File: src/rtl/gate_arbiter.sv
// Parking gate arbiter: one entry/exit transaction at a time, slot bookkeeping, door sequencing.
// Responses appear one cycle after the sampling edge. Requests seen while busy or unarmed get no response.
module gate_arbiter #(
  parameter int OPEN_CYCLES  = 4,
  parameter int PASS_TIMEOUT = 16
) (
  input  logic       clk,
  input  logic       reset,
  input  logic       entry_req,
  input  logic       exit_req,
  input  logic [1:0] exit_slot,
  input  logic       detected,
  output logic       entry_ack,
  output logic       entry_reject,
  output logic       exit_ack,
  output logic       exit_reject,
  output logic [1:0] grant_slot,
  output logic [3:0] slot_status,
  output logic [2:0] free_count,
  output logic       full,
  output logic       door_open,
  output logic       busy,
  output logic       timeout_err
);

  localparam int MAXC = (OPEN_CYCLES > PASS_TIMEOUT) ? OPEN_CYCLES : PASS_TIMEOUT;
  localparam int CW   = $clog2(MAXC + 1);
  localparam logic [CW-1:0] OPEN_LAST = CW'(OPEN_CYCLES - 1);
  localparam logic [CW-1:0] PASS_LAST = CW'(PASS_TIMEOUT - 1);

  typedef enum logic [2:0] {IDLE, OPENING, PASS_WAIT, PASS_CLEAR, CLOSING} state_t;

  state_t        state, state_nx;
  logic [CW-1:0] cnt, cnt_nx, pass_inc;
  logic          entry_armed, entry_armed_nx, exit_armed, exit_armed_nx;
  logic          last_exit, last_exit_nx, is_exit, is_exit_nx;
  logic [1:0]    held_slot, held_slot_nx, grant_nx, free_idx;
  logic [3:0]    slot_nx;
  logic          entry_ack_nx, entry_reject_nx, exit_ack_nx, exit_reject_nx, timeout_nx;
  logic          entry_go, exit_go, pick_exit;

  always_comb begin
    free_count = 3'd0;
    free_idx   = 2'd0;
    for (int i = 3; i >= 0; i--) begin
      free_count = free_count + {2'b00, ~slot_status[i]};
      if (!slot_status[i]) free_idx = 2'(i);
    end
  end

  assign full      = (free_count == 3'd0);
  assign busy      = (state != IDLE);
  assign door_open = (state == OPENING) || (state == PASS_WAIT) || (state == PASS_CLEAR);

  assign entry_go  = entry_req & entry_armed;
  assign exit_go   = exit_req & exit_armed;
  // On a tie the side not served last wins
  assign pick_exit = exit_go & (~entry_go | ~last_exit);
  // Shared pass timer saturates so a late detect cannot wrap it
  assign pass_inc  = (cnt >= PASS_LAST) ? cnt : cnt + CW'(1);

  always_comb begin
    state_nx        = state;
    cnt_nx          = cnt;
    last_exit_nx    = last_exit;
    is_exit_nx      = is_exit;
    held_slot_nx    = held_slot;
    grant_nx        = grant_slot;
    slot_nx         = slot_status;
    entry_ack_nx    = 1'b0;
    entry_reject_nx = 1'b0;
    exit_ack_nx     = 1'b0;
    exit_reject_nx  = 1'b0;
    timeout_nx      = 1'b0;

    case (state)
      IDLE: begin
        cnt_nx = '0;
        if (pick_exit) begin
          if (slot_status[exit_slot]) begin
            exit_ack_nx  = 1'b1;
            held_slot_nx = exit_slot;
            is_exit_nx   = 1'b1;
            last_exit_nx = 1'b1;
            state_nx     = OPENING;
          end else begin
            exit_reject_nx = 1'b1;
          end
        end else if (entry_go) begin
          if (full) begin
            entry_reject_nx = 1'b1;
          end else begin
            entry_ack_nx      = 1'b1;
            grant_nx          = free_idx;
            slot_nx[free_idx] = 1'b1;
            is_exit_nx        = 1'b0;
            last_exit_nx      = 1'b0;
            state_nx          = OPENING;
          end
        end
      end
      OPENING: begin
        if (cnt == OPEN_LAST) begin
          cnt_nx   = '0;
          state_nx = PASS_WAIT;
        end else begin
          cnt_nx = cnt + CW'(1);
        end
      end
      PASS_WAIT: begin
        if (detected) begin
          cnt_nx   = pass_inc;
          state_nx = PASS_CLEAR;
        end else if (cnt >= PASS_LAST) begin
          // Car never showed: an entry gives its reservation back
          timeout_nx = 1'b1;
          cnt_nx     = '0;
          state_nx   = CLOSING;
          if (!is_exit) slot_nx[grant_slot] = 1'b0;
        end else begin
          cnt_nx = pass_inc;
        end
      end
      PASS_CLEAR: begin
        if (!detected) begin
          cnt_nx   = '0;
          state_nx = CLOSING;
          if (is_exit) slot_nx[held_slot] = 1'b0;
        end else if (cnt >= PASS_LAST) begin
          timeout_nx = 1'b1;
          cnt_nx     = '0;
          state_nx   = CLOSING;
        end else begin
          cnt_nx = pass_inc;
        end
      end
      CLOSING: begin
        if (cnt == OPEN_LAST) begin
          cnt_nx   = '0;
          state_nx = IDLE;
        end else begin
          cnt_nx = cnt + CW'(1);
        end
      end
      default: begin
        cnt_nx   = '0;
        state_nx = IDLE;
      end
    endcase

    entry_armed_nx = (entry_ack_nx | entry_reject_nx) ? 1'b0 : (~entry_req | entry_armed);
    exit_armed_nx  = (exit_ack_nx | exit_reject_nx)   ? 1'b0 : (~exit_req | exit_armed);
  end

  always_ff @(posedge clk or posedge reset) begin
    if (reset) begin
      state        <= IDLE;
      cnt          <= '0;
      entry_armed  <= 1'b1;
      exit_armed   <= 1'b1;
      last_exit    <= 1'b1;
      is_exit      <= 1'b0;
      held_slot    <= 2'd0;
      grant_slot   <= 2'd0;
      slot_status  <= 4'b0000;
      entry_ack    <= 1'b0;
      entry_reject <= 1'b0;
      exit_ack     <= 1'b0;
      exit_reject  <= 1'b0;
      timeout_err  <= 1'b0;
    end else begin
      state        <= state_nx;
      cnt          <= cnt_nx;
      entry_armed  <= entry_armed_nx;
      exit_armed   <= exit_armed_nx;
      last_exit    <= last_exit_nx;
      is_exit      <= is_exit_nx;
      held_slot    <= held_slot_nx;
      grant_slot   <= grant_nx;
      slot_status  <= slot_nx;
      entry_ack    <= entry_ack_nx;
      entry_reject <= entry_reject_nx;
      exit_ack     <= exit_ack_nx;
      exit_reject  <= exit_reject_nx;
      timeout_err  <= timeout_nx;
    end
  end

endmodule

File: config.mk
export PLATFORM = sky130hd
export DESIGN_NAME = gate_arbiter
export DESIGN_NICKNAME = d
export VERILOG_FILES = /design/src/rtl/gate_arbiter.sv
export SDC_FILE = /design/constraint.sdc
export NUM_CORES = 1
export LEC_CHECK = 0
export BUFFER_PORTS_ARGS = -buffer_cell sky130_fd_sc_hd__buf_2
export CAP_MARGIN = 10
export CORE_MARGIN = 4
export CORE_UTILIZATION = 54
export DETAILED_ROUTE_END_ITERATION = 10
export PLACE_DENSITY = 0.77
export SLEW_MARGIN = 20
export SYNTH_ARGS = -nofsm -noshare
export SYNTH_HDL_FRONTEND = slang
export SYNTH_SLANG_ARGS = --single-unit
File: constraint.sdc
create_clock -name clk -period 6.65 [get_ports clk]
set_clock_uncertainty 0.1 [all_clocks]
set_input_delay 0.3325 -clock clk [delete_from_list [all_inputs] [get_ports clk]]
set_output_delay 0.3325 -clock clk [all_outputs]
set_load 0.005 [all_outputs]
Word-level counts from Yosys, hierarchy flattened. Cells that the tools add are included. W data, S select, Z words.

Register bits: 25. Input bits: 7. Word-level logic and storage cells: 146.

Add/sub/neg operators: 4. Order comparisons: 8. Eq/ne operators: 20. Muxes and demuxes: 61. Bitwise gates (word level): 23. Reduce and logical (&&, ||, !) cells: 16.

Operators by type and width (number): $mux W4 (8); $mux W1 (27); $mux W3 (9); $mux W5 (5); $ne A2 B2 Y1 const B (8); $pmux W3 S5 (1); $pmux W5 S3 (1); $lt A2 B3 Y1 const B (4); $pmux W4 S3 (1); $not A1 Y1 (10); $ne A3 B3 Y1 const B (3); $reduce_and A9 Y1 (1); $and A4 B4 Y4 (2); $mux W2 (4); $ne A2 B1 Y1 const B (4); $not A4 Y4 (2); $reduce_and A4 Y1 (2); $demux W1 S2 (3); $eq A3 B2 Y1 const B (2); $ge A2 B1 Y1 const B (3); $logic_not A3 Y1 (2); $reduce_bool A3 Y1 (2); $add A5 B1 Y5 const B (1); $eq A5 B2 Y1 const B (1); 17 further kinds (26).

Longest topological paths before layout. Gate-level depths: netlist of the first run.

Depth after elaboration: 13. Mapped depth: 11.

Least setup slack after synthesis of the first run. No wires, ideal clock.

Path kind: flip-flop to flip-flop. Start: reg slot_status[2]. End: reg grant_slot[1]. Setup time: 0.118 ns. Data arrival time: 2.414 ns. Data required time: 6.432 ns. Path slack: 4.018 ns. Cell stages (with the launch flop): 10. Path through: dfrtp_1 fa_1 inv_1 ha_1 ha_1 or3_1 o2111ai_1 a21o_1 nor3_2 a21o_1.

Cells in the longest elaborated chain, start to end: 7. Elaborated cells between the ends (all ways): 10. Classes of those cells: 3 x add/sub; 3 x mux; 2 x bitwise; 2 x reduce/logical.

RTL lines: start, declared (line 18) `output logic [3:0] slot_status,`; start signal, assigned (line 180) `slot_status <= slot_nx;`; $not A1 Y1 (line 46) `free_count = free_count + {2'b00, ~slot_status[i]};`; $add A1 B1 Y2 (line 46); $add A2 B1 Y3 (line 46); $add A3 B1 Y3 (line 46); net free_count[1] (line 19) `output logic [2:0] free_count,`; $logic_not A3 Y1 (line 51) `assign full = (free_count == 3'd0);`; $not A1 Y1 (no source line); $reduce_and A4 Y1 (no source line); end signal, assigned (line 179) `grant_slot <= grant_nx;`; end, declared (line 17) `output logic [1:0] grant_slot,`.

The timed path passes the listed nets, and every way through them passes these cells. A chain may end at the register's enable or synchronous reset.

Worst setup path in the final report of the first run.
Start: reg slot_status[2]. End: out full.

Cells in the longest elaborated chain, start to end: 5.

RTL lines: $not A1 Y1 (line 46); $add A1 B1 Y2 (line 46); $add A2 B1 Y3 (line 46); $add A3 B1 Y3 (line 46); $logic_not A3 Y1 (line 51); end, declared (line 20) `output logic full,`.

No other way between the ends.

==> results of run 1 <==
-- power breakdown --
part | total, W | switching, W | leakage [nW] | internal [W]
clock | 0.0000687 | 0.0000452 | 0.0150 | 0.0000235
combinational | 0.000340 | 0.000180 | 0.491 | 0.000160
sequential | 0.000289 | 0.0000816 | 0.308 | 0.000208
-- layout by cell type (no fill, tap or decap), types with 3 or more instances in the layout --
cell and n:
buf_2 23, dfrtp_1 22, nor2_1 13, inv_1 13, nand2_1 12, o21ai_0 7
a21oi_1 7, ha_1 7, nor2b_1 5, a31oi_1 4, nor3_1 4, or3_1 3
a21o_1 3, o2bb2ai_1 3, nand3_1 3, a22o_1 3, xor2_1 3, clkbuf_4 3
dfstp_2 3
-- layer usage --
metal | wire (µm) | vias up
met5 | 0 | -
met4 | 19 | 0
met3 | 198 | 2
met2 | 1580 | 39
met1 | 1560 | 620
li1 | - | 607
-- stage by stage --
stage	area, µm²	power [W]	hold slack (ps)
after floorplan	1530	0.000525	258
after global placement	1640	0.000616	350
after detailed placement	1640	0.000629	357
after CTS	1670	0.000699	42.7
after global routing	1670	0.000760	15.2
final	1670	0.000698	-36.7
-- cell type report --
| class | instances | area, µm² | share of cell area |
|---|---|---|---|
| sequential | 25 | 629 | 0.377 |
| timing repair buffer | 23 | 115 | 0.0690 |
| clock buffer | 4 | 26.3 | 0.0157 |
| tap | 31 | 38.8 | 0.0232 |
| multi-input combinational | 112 | 807 | 0.484 |
| inverter | 14 | 52.6 | 0.0315 |
-- cells by family (layout without fill, tap and decap cells) --
family / Yosys count / in the layout / share of synthesized area
muxes: 3 / 3 / 0.0311
AOI/OAI and AO/OA: 44 / 44 / 0.214
and+or+nand+nor: 54 / 54 / 0.195
xor gates and xnor gates: 3 / 3 / 0.0172
buffers and inverters: 20 / 41 / 0.0606
adders and majority gates: 8 / 8 / 0.0704
DFF: 25 / 25 / 0.412
-- worst max path at each step --
stage                     slack (ps)      startpoint  depth (start not counted)              to
after global placement          3960  slot_status[2]                          9   grant_slot[1]
final                           3770  slot_status[2]                          7            full
after detailed placement        3860  slot_status[2]                          9  slot_status[1]
after floorplan                 4020  slot_status[2]                          9   grant_slot[1]
after global routing            3680  slot_status[2]                          7            full
after CTS                       3760  slot_status[2]                          7            full
-- flip-flops by register name, summed over array words and instances (netlist names), 2 cells and up --
register and flops:
cnt 5, grant_slot 2, held_slot 2, slot_status 4, state 3
-- critical path, cell delays in order, from the launching register on --
cell and delay [ps]:
dfrtp_1 470, fa_1 550, inv_1 40, ha_1 170, ha_1 290, or3_1 400
inv_1 90, buf_2 110
==> impl_results.md, run 1 <==
* First-pass GRT wire length at about 5.8 mm
* Hold buffer count at CTS at 0
* # resized after CTS at 0
* Met1 GRT Util at 0.290
* H-tree lvl count at 1
* Total number of vias at about 1300
* Reg-to-Reg End: grant_slot[1]
* Cell Pwr Density at between 400 and 500 mW/mm²
* Util after Layout at 0.611
* Setup slack after layout at ~3800 ps
* 1st-iter DRT viols at between 80 and 90
* Total Neg Setup Slack at 0 ps
* Final net count at roughly 190
* PortBufs at 23
* Total global-route track usage at 0.206
* Final Setup Violations at 0
* Routed length per instance at around 16 µm
* Largest net degree at the start of global routing at 26
* Syn nets at about 170
* Ports at 24
* Fmax at ~350 MHz
* Clk_lat worst skew at 320 ps
* Mean Syn Cell Area at 9.74 µm²
* Max transition margin at 0.404
* Number of diodes at 0
* Max Cap Viol at 0
* Final wirelength at around 3.4 mm
* Dpl hpwl at 2.50 mm
* HP Class: primary input to asynchronous set/reset pin
* Relative area change from synthesis to final layout at 9.17%
* Top_reg_cell synth: dfrtp_1
* Worst setup EP type: output pin
* CTS sink count at 25
* Failing checks: hold timing
* CTS tree: yes
* Clock root buffer: clkbuf_4
* Min Tclk post-route at 2880 ps
* Register clock-pin slew on the reported worst setup and hold paths at between 100 and 150 ps
* ANT nets after route at 0
* Distinct cell type count after synthesis at 48
* R2r setup slk at around 3800 ps
* Ys async rst share at 1.00
* Sequential fraction of the synthesis area at 0.412
* Die width at about 61 µm
* Slew @ Worst Pin at between 800 and 900 ps
* Die area at between 0.003 and 0.004 mm²
* Core Footprint at roughly 0.0027 mm²
* Critical Setup Path Class: register to output pin
* #FFs+latches synth at 25
* Hold Slack at -36.7 ps
* Most frequent cell after synthesis: dfrtp_1
* Fin crit share at 0.433
* Yosys top cell area share at 0.360
* Cells after Synth at approximately 160
* DIE HEIGHT at 61.2 µm
* Req. time, crit path at between 6000 and 7000 ps
* Crit path max fanout at 6
* Vias per Instance at 6.07
* Number of non-filler instances in the completed layout at 209
* Inst Count DP at ~210
* Main area contributors after synthesis: dfrtp_1 36%, ha_1 5.7%, dfstp_2 5.2%
* Endpoints failing hold at 22
* Setup Fix Bufs, Post-CTS at 0
* Yosys Warn Count at 0
* CP startpoint kind: register
* Post-synth EDFFs at 0
* Met3 Use GR at 0.0524
* Mapped cell area at approximately 0.0015 mm²
* Reg-to-Reg Start: slot_status[2]
* Outcome: finished, violations left
* CTS Buf Count at 3
* Total gr overflow at 0
* R2r worst-path depth at 9
* Fillers at ~240
* Top cells by count, synth: 22 x dfrtp_1, 14 x inv_1, 13 x nor2_1
* Initial Util at 0.559
* RSZ-0062 raised after global routing: false
* DR DRC count at 0
* VDD IR-drop max at roughly 270 µV
* Top cell type by total area after synthesis: dfrtp_1
* Vias in the first global route at 1200
* Met2 global-route usage at 0.326
* TritonRoute pass-1 iters at 4
* GPL Wtd Cong at 0.867
* Crit path DAT at between 2000 and 2500 ps
* Number of cell rows at 19
* Most used routing layer in global routing: met2
* Initial antenna violation count at 0
* Layout cell share with drive strength beyond 1 at 0.230
* Setup WS pre-CTS at a little under 4000 ps
* LEAKAGE at about 0.81 nW
* Maximum clock path buffer count at 2
* Pins Over Slew Limit at 0
(Power assumes the default switching activity.)
==> run 2, diff against run 1 <==
clock period = 2.8 ns   (was 6.65 ns; I/O delays follow)
==> run 2 against run 1 <==
The run now ends clean; register-to-register slack got worse by 3700 ps; final area is 6.2% higher; wire length is 2.3% higher; non-clock buffer count increased by 11; die area unchanged; critical endpoint unchanged; largest cell class unchanged; highest routed layer unchanged.
==> impl_results.md, run 2 (synthesis gave the netlist of run 1 again) <==
* Crit path DAT at between 2000 and 2500 ps
* Reg-to-Reg Start: slot_status[2]
* Routed length per instance at 15.6 µm
* Total number of vias at 1289
* Total gr overflow at 0
* Min Tclk post-route at roughly 2700 ps
* Final wirelength at 3.44 mm
* GPL Wtd Cong at roughly 0.88
* CTS tree: yes
* Maximum clock path buffer count at 2
* Clock root buffer: clkbuf_4
* Cell Pwr Density at ~990 mW/mm²
* LEAKAGE at about 0.87 nW
* Max transition margin at 0.381
* Reg-to-Reg End: slot_status[1]
* Core Footprint at 0.00273 mm²
* Relative area change from synthesis to final layout at 16.0%
* Outcome: complete, no violations
* Worst setup EP type: output pin
* Final net count at 205
* ANT nets after route at 0
* Vias per Instance at 5.86
* First-pass GRT wire length at 5.42 mm
* Crit path max fanout at 2
* Final Setup Violations at 0
* Endpoints failing hold at 0
* HP Class: primary input to register
* DR DRC count at 0
* Initial antenna violation count at 0
* Setup crit start: slot_status[2]
* Critical Setup Path Class: register to output pin
* Pins Over Slew Limit at 0
* Total Neg Setup Slack at 0 ps
* End of the critical path: full
* Slew @ Worst Pin at 927 ps
* H-tree lvl count at 1
* Req. time, crit path at between 2000 and 3000 ps
* DIE HEIGHT at ~60 µm
* CTS Buf Count at 3
* Initial Util at 0.559
* Area of the multi-input gates at between 800 and 900 µm²
* Largest net degree at the start of global routing at 26
* Number of non-filler instances in the completed layout at 220
* Fillers at 233
* Ports at 24
* Max reg flops at 5
* VDD IR-drop max at ~760 µV
* Layout cell share with drive strength beyond 1 at 0.270
* Clk_lat worst skew at 320 ps
* FF+latch area at about 630 µm²
* Max Cap Viol at 0
* Top reg by flops: cnt
* Total global-route track usage at 0.200
* CTS sink count at 25
* Inst Count DP at roughly 210
* Die area at about 0.0037 mm²
* Dpl hpwl at ~2.4 mm
* Largest registers: cnt (5), slot_status (4), state (3)
* CP startpoint kind: register
* Number of cell rows at 19
* Most common cell after layout, fill and taps aside: buf_2
* Vias in the first global route at 1140
* R2r worst-path depth at 9
* Register clock-pin slew on the reported worst setup and hold paths at 140 ps
* Number of diodes at 0
* Fmax at between 300 and 400 MHz
* Die width at between 60 and 70 µm
* PortBufs at 23
* 1st-iter DRT viols at 37
* Fin crit share at 0.960
* R2r setup slk at around 140 ps
* Most frequent cells in the layout: 23 x buf_2, 20 x dfrtp_1, 14 x inv_1
* TritonRoute pass-1 iters at 4
## run 2: changes by cell type in the layout (fill, tap and decap cells not counted), sizes merged
cell and change:
inv +1, buf +6, dlygate4sd3 +5, clkbuf -1
## run 2: where the power goes
| group | switching (W) | internal, W | total (W) | leakage (nW) |
|---|---|---|---|---|
| combinational | 0.000489 | 0.000454 | 0.000944 | 0.542 |
| sequential | 0.000148 | 0.000496 | 0.000644 | 0.307 |
| clock | 0.000111 | 0.0000536 | 0.000165 | 0.0177 |
## run 2: metrics by stage
stage	worst slack, ps	util	cell area [µm²]	total power, W	hold slack (ps)
global route	-6.39	0.649	1770	0.00191	85.7
detailed placement	139	0.609	1670	0.00153	200
finish	111	0.649	1770	0.00175	111
floorplan	168	-	1530	0.00125	65.1
global placement	197	0.609	1670	0.00151	196
CTS	93.7	0.638	1740	0.00171	96.0
## run 2: layer usage
| metal | up-vias | GRT usage | wire [µm] |
|---|---|---|---|
| met5 | - | 0 | 0 |
| met3 | 4 | 0.0356 | 179 |
| li1 | 631 | - | - |
| met1 | 619 | 0.271 | 1570 |
| met4 | 0 | 0.0836 | 48 |
| met2 | 35 | 0.314 | 1640 |
## run 2: timing repair
item                       4_1_cts  5_1_grt
resized for setup                0        3
hold buffers                     5        0
hold endpoints to repair        26        0
setup buffers                    0        3
setup endpoints to repair        0        4
## run 2: final cells by class
cell class / instances / share of cell area
Multi-Input combinational cell: 112 / 0.458
Timing Repair Buffer: 34 / 0.119
Clock inverter: 1 / 0.00282
Sequential cell: 25 / 0.356
Inverter: 14 / 0.0296
Clock buffer: 3 / 0.0127
Tap cell: 31 / 0.0219
## run 2: worst min-delay path by stage
stage	start	endpoint	cells past startpoint
global placement	exit_req	exit_armed	2
finish	detected	cnt[4]	3
floorplan	reset	cnt[0]	1
global route	detected	cnt[4]	3
CTS	detected	cnt[4]	3
detailed placement	exit_req	exit_armed	2
## run 2: worst max-delay path, stage by stage (launching register included)
cell and delay (ps):
dfrtp_1 430, fa_1 530, inv_1 40, ha_1 170, ha_1 280, or3_4 380
buf_4 150, inv_1 50, buf_2 110
==> run 3, diff against run 2 <==
clock period = 3 ns   (was 2.8 ns; I/O delays follow)
==> run 3 against run 2 <==
Wire length is 1.1% lower; critical path type is now register to register; power is 10% lower; critical path depth is 1 higher; sequential power is 5.7% lower; non-clock buffer count is 5 lower; global-route usage is 0.32 points higher; largest power group unchanged; utilization is 1.6 points lower; highest routed layer unchanged; setup slack better by 68 ps.
==> impl_results.md, run 3 (synthesis gave the netlist of run 1 again) <==
* Clk_lat worst skew at 330 ps
* CP startpoint kind: register
* Buf/Inv on CP at 1
* 1st-iter DRT viols at 60
* Most used routing layer in global routing: met2
* Slowest stage delay, CP at between 500 and 600 ps
* H-tree lvl count at 1
* R2r worst-path depth at 9
* Worst setup EP type: register
* Hold Slack at ~130 ps
* CTS tree: yes
* Layout cell share with drive strength beyond 1 at 0.234
* Initial antenna violation count at 0
* Fillers at between 200 and 250
* Vias per Instance at 6.04
* Reg-to-Reg Start: slot_status[2]
* Hold Path End: cnt[4]
* Hold buffer count at CTS at 5
* Met1 GRT Util at 0.296
* Register clock-pin slew on the reported worst setup and hold paths at around 150 ps
* Crit path DAT at just under 3000 ps
* Number of diodes at 0
* Most common cell after layout, fill and taps aside: buf_2
* HP Class: primary input to register
* Endpoints failing hold at 0
* Clock root buffer: clkbuf_4
* Reg-to-Reg End: grant_slot[1]
* Cell Pwr Density at just over 900 mW/mm²
* Max Cap Viol at 0
* Critical Setup Path Class: register to register
* Total gr overflow at 0
* GPL Wtd Cong at 0.865
* TritonRoute pass-1 iters at 4
* CTS Buf Count at 3
* Util after Layout at 0.632
* CTS sink count at 25
* Largest net degree at the start of global routing at 26
* Largest registers: cnt (5), slot_status (4), state (3)
* Initial Util at 0.559
* Final Setup Violations at 0
* DIE HEIGHT at 61.2 µm
* PortBufs at 23
* Core Footprint at between 0.002 and 0.003 mm²
* Most frequent cells in the layout: 23 x buf_2, 22 x dfrtp_1, 13 x nor2_1, 13 x inv_1, 12 x nand2_1
* Max reg flops at 5
* Fmax at 355 MHz
* # resized after CTS at 0
* Hold Path Depth at 3
* Req. time, crit path at roughly 3100 ps
* First-pass GRT wire length at 5.69 mm
* Total global-route track usage at 0.203
* RSZ-0062 raised after global routing: false
* Final wirelength at roughly 3.4 mm
* VDD IR-drop max at between 700 and 800 µV
* Outcome: complete, no violations
* Top reg by flops: cnt
* Max transition margin at 0.391
* Number of cell rows at 19
* Vias in the first global route at approximately 1300
* Crit path max fanout at 6
* Routed length per instance at ~16 µm
* Worst-path cell chain: fa_1 > inv_1 > ha_1 > ha_1 > or3_1 > o2111ai_1 > a21o_1 > nor3_2 > a21o_1
* R2r setup slk at 180 ps
* Pins Over Slew Limit at 0
* Maximum clock path buffer count at 2
* Min Tclk post-route at between 2000 and 3000 ps
* Crit path max-delay family: adder cells
* Max stage delay cell, worst path: fa_1
* Number of non-filler instances in the completed layout at about 220
* Total Neg Setup Slack at 0 ps
* Hold wc startpoint: detected
* Slew @ Worst Pin at about 900 ps
* Setup WS pre-CTS at ~210 ps
* Die width at ~61 µm
* LEAKAGE at between 0.8 and 0.9 nW
* Fin crit share at 0.940
* Ports at 24
* Die area at about 0.0037 mm²
* Dpl hpwl at between 2 and 3 mm
* Inst Count DP at around 210
* Setup Fix Bufs, Post-CTS at 0
* Relative area change from synthesis to final layout at 13.0%
* Setup slack after layout at 179 ps
* Met2 global-route usage at 0.316
* Total number of vias at ~1300
* DR DRC count at 0
* Final net count at 200
* Met3 Use GR at 0.0252
* ANT nets after route at 0
-- run 3: routing by layer --
layer  vias to the layer above  routed length (µm)
met3                         4                 175
met4                         0                  36
li1                        619                   -
met5                         -                   0
met1                       631                1580
met2                        45                1610
-- run 3: tightest hold or removal path, delay by kind of cell --
family / cells / cell delay (ps)
AO/OA/AOI/OAI: 1 / 90
buffers and inverters: 1 / 170
AND/OR/NAND/NOR: 1 / 120
-- run 3: per-stage QoR --
stage	instance area (µm²)	total power, W
CTS	1730	0.00156
global route	1730	0.00169
detailed placement	1650	0.00141
floorplan	1530	0.00116
finish	1730	0.00157
global placement	1650	0.00138
-- run 3: worst max path at each step --
| stage | cells after the start | to | from | slack, ps |
|---|---|---|---|---|
| floorplan | 9 | grant_slot[1] | slot_status[2] | 370 |
| global placement | 9 | grant_slot[1] | slot_status[2] | 310 |
| detailed placement | 9 | grant_slot[1] | slot_status[2] | 210 |
| CTS | 9 | grant_slot[1] | slot_status[2] | 190 |
| global route | 9 | slot_status[1] | slot_status[2] | 90 |
| finish | 9 | grant_slot[1] | slot_status[2] | 180 |
-- run 3: final cells by class --
cell class | count | area [µm²] | area share
inverter | 14 | 52.6 | 0.0304
sequential | 25 | 629 | 0.364
timing repair buffer | 29 | 173 | 0.0999
tap | 31 | 38.8 | 0.0224
clock buffer | 3 | 22.5 | 0.0130
multi-input combinational | 112 | 807 | 0.467
clock inverter | 1 | 5.00 | 0.00290
-- run 3: report_power, final --
| group | leakage [nW] | switching (W) | internal [W] |
|---|---|---|---|
| Clock | 0.0177 | 0.000106 | 0.0000500 |
| Sequential | 0.308 | 0.000146 | 0.000461 |
| Combinational | 0.517 | 0.000440 | 0.000369 |
| Total | 0.842 | 0.000692 | 0.000879 |
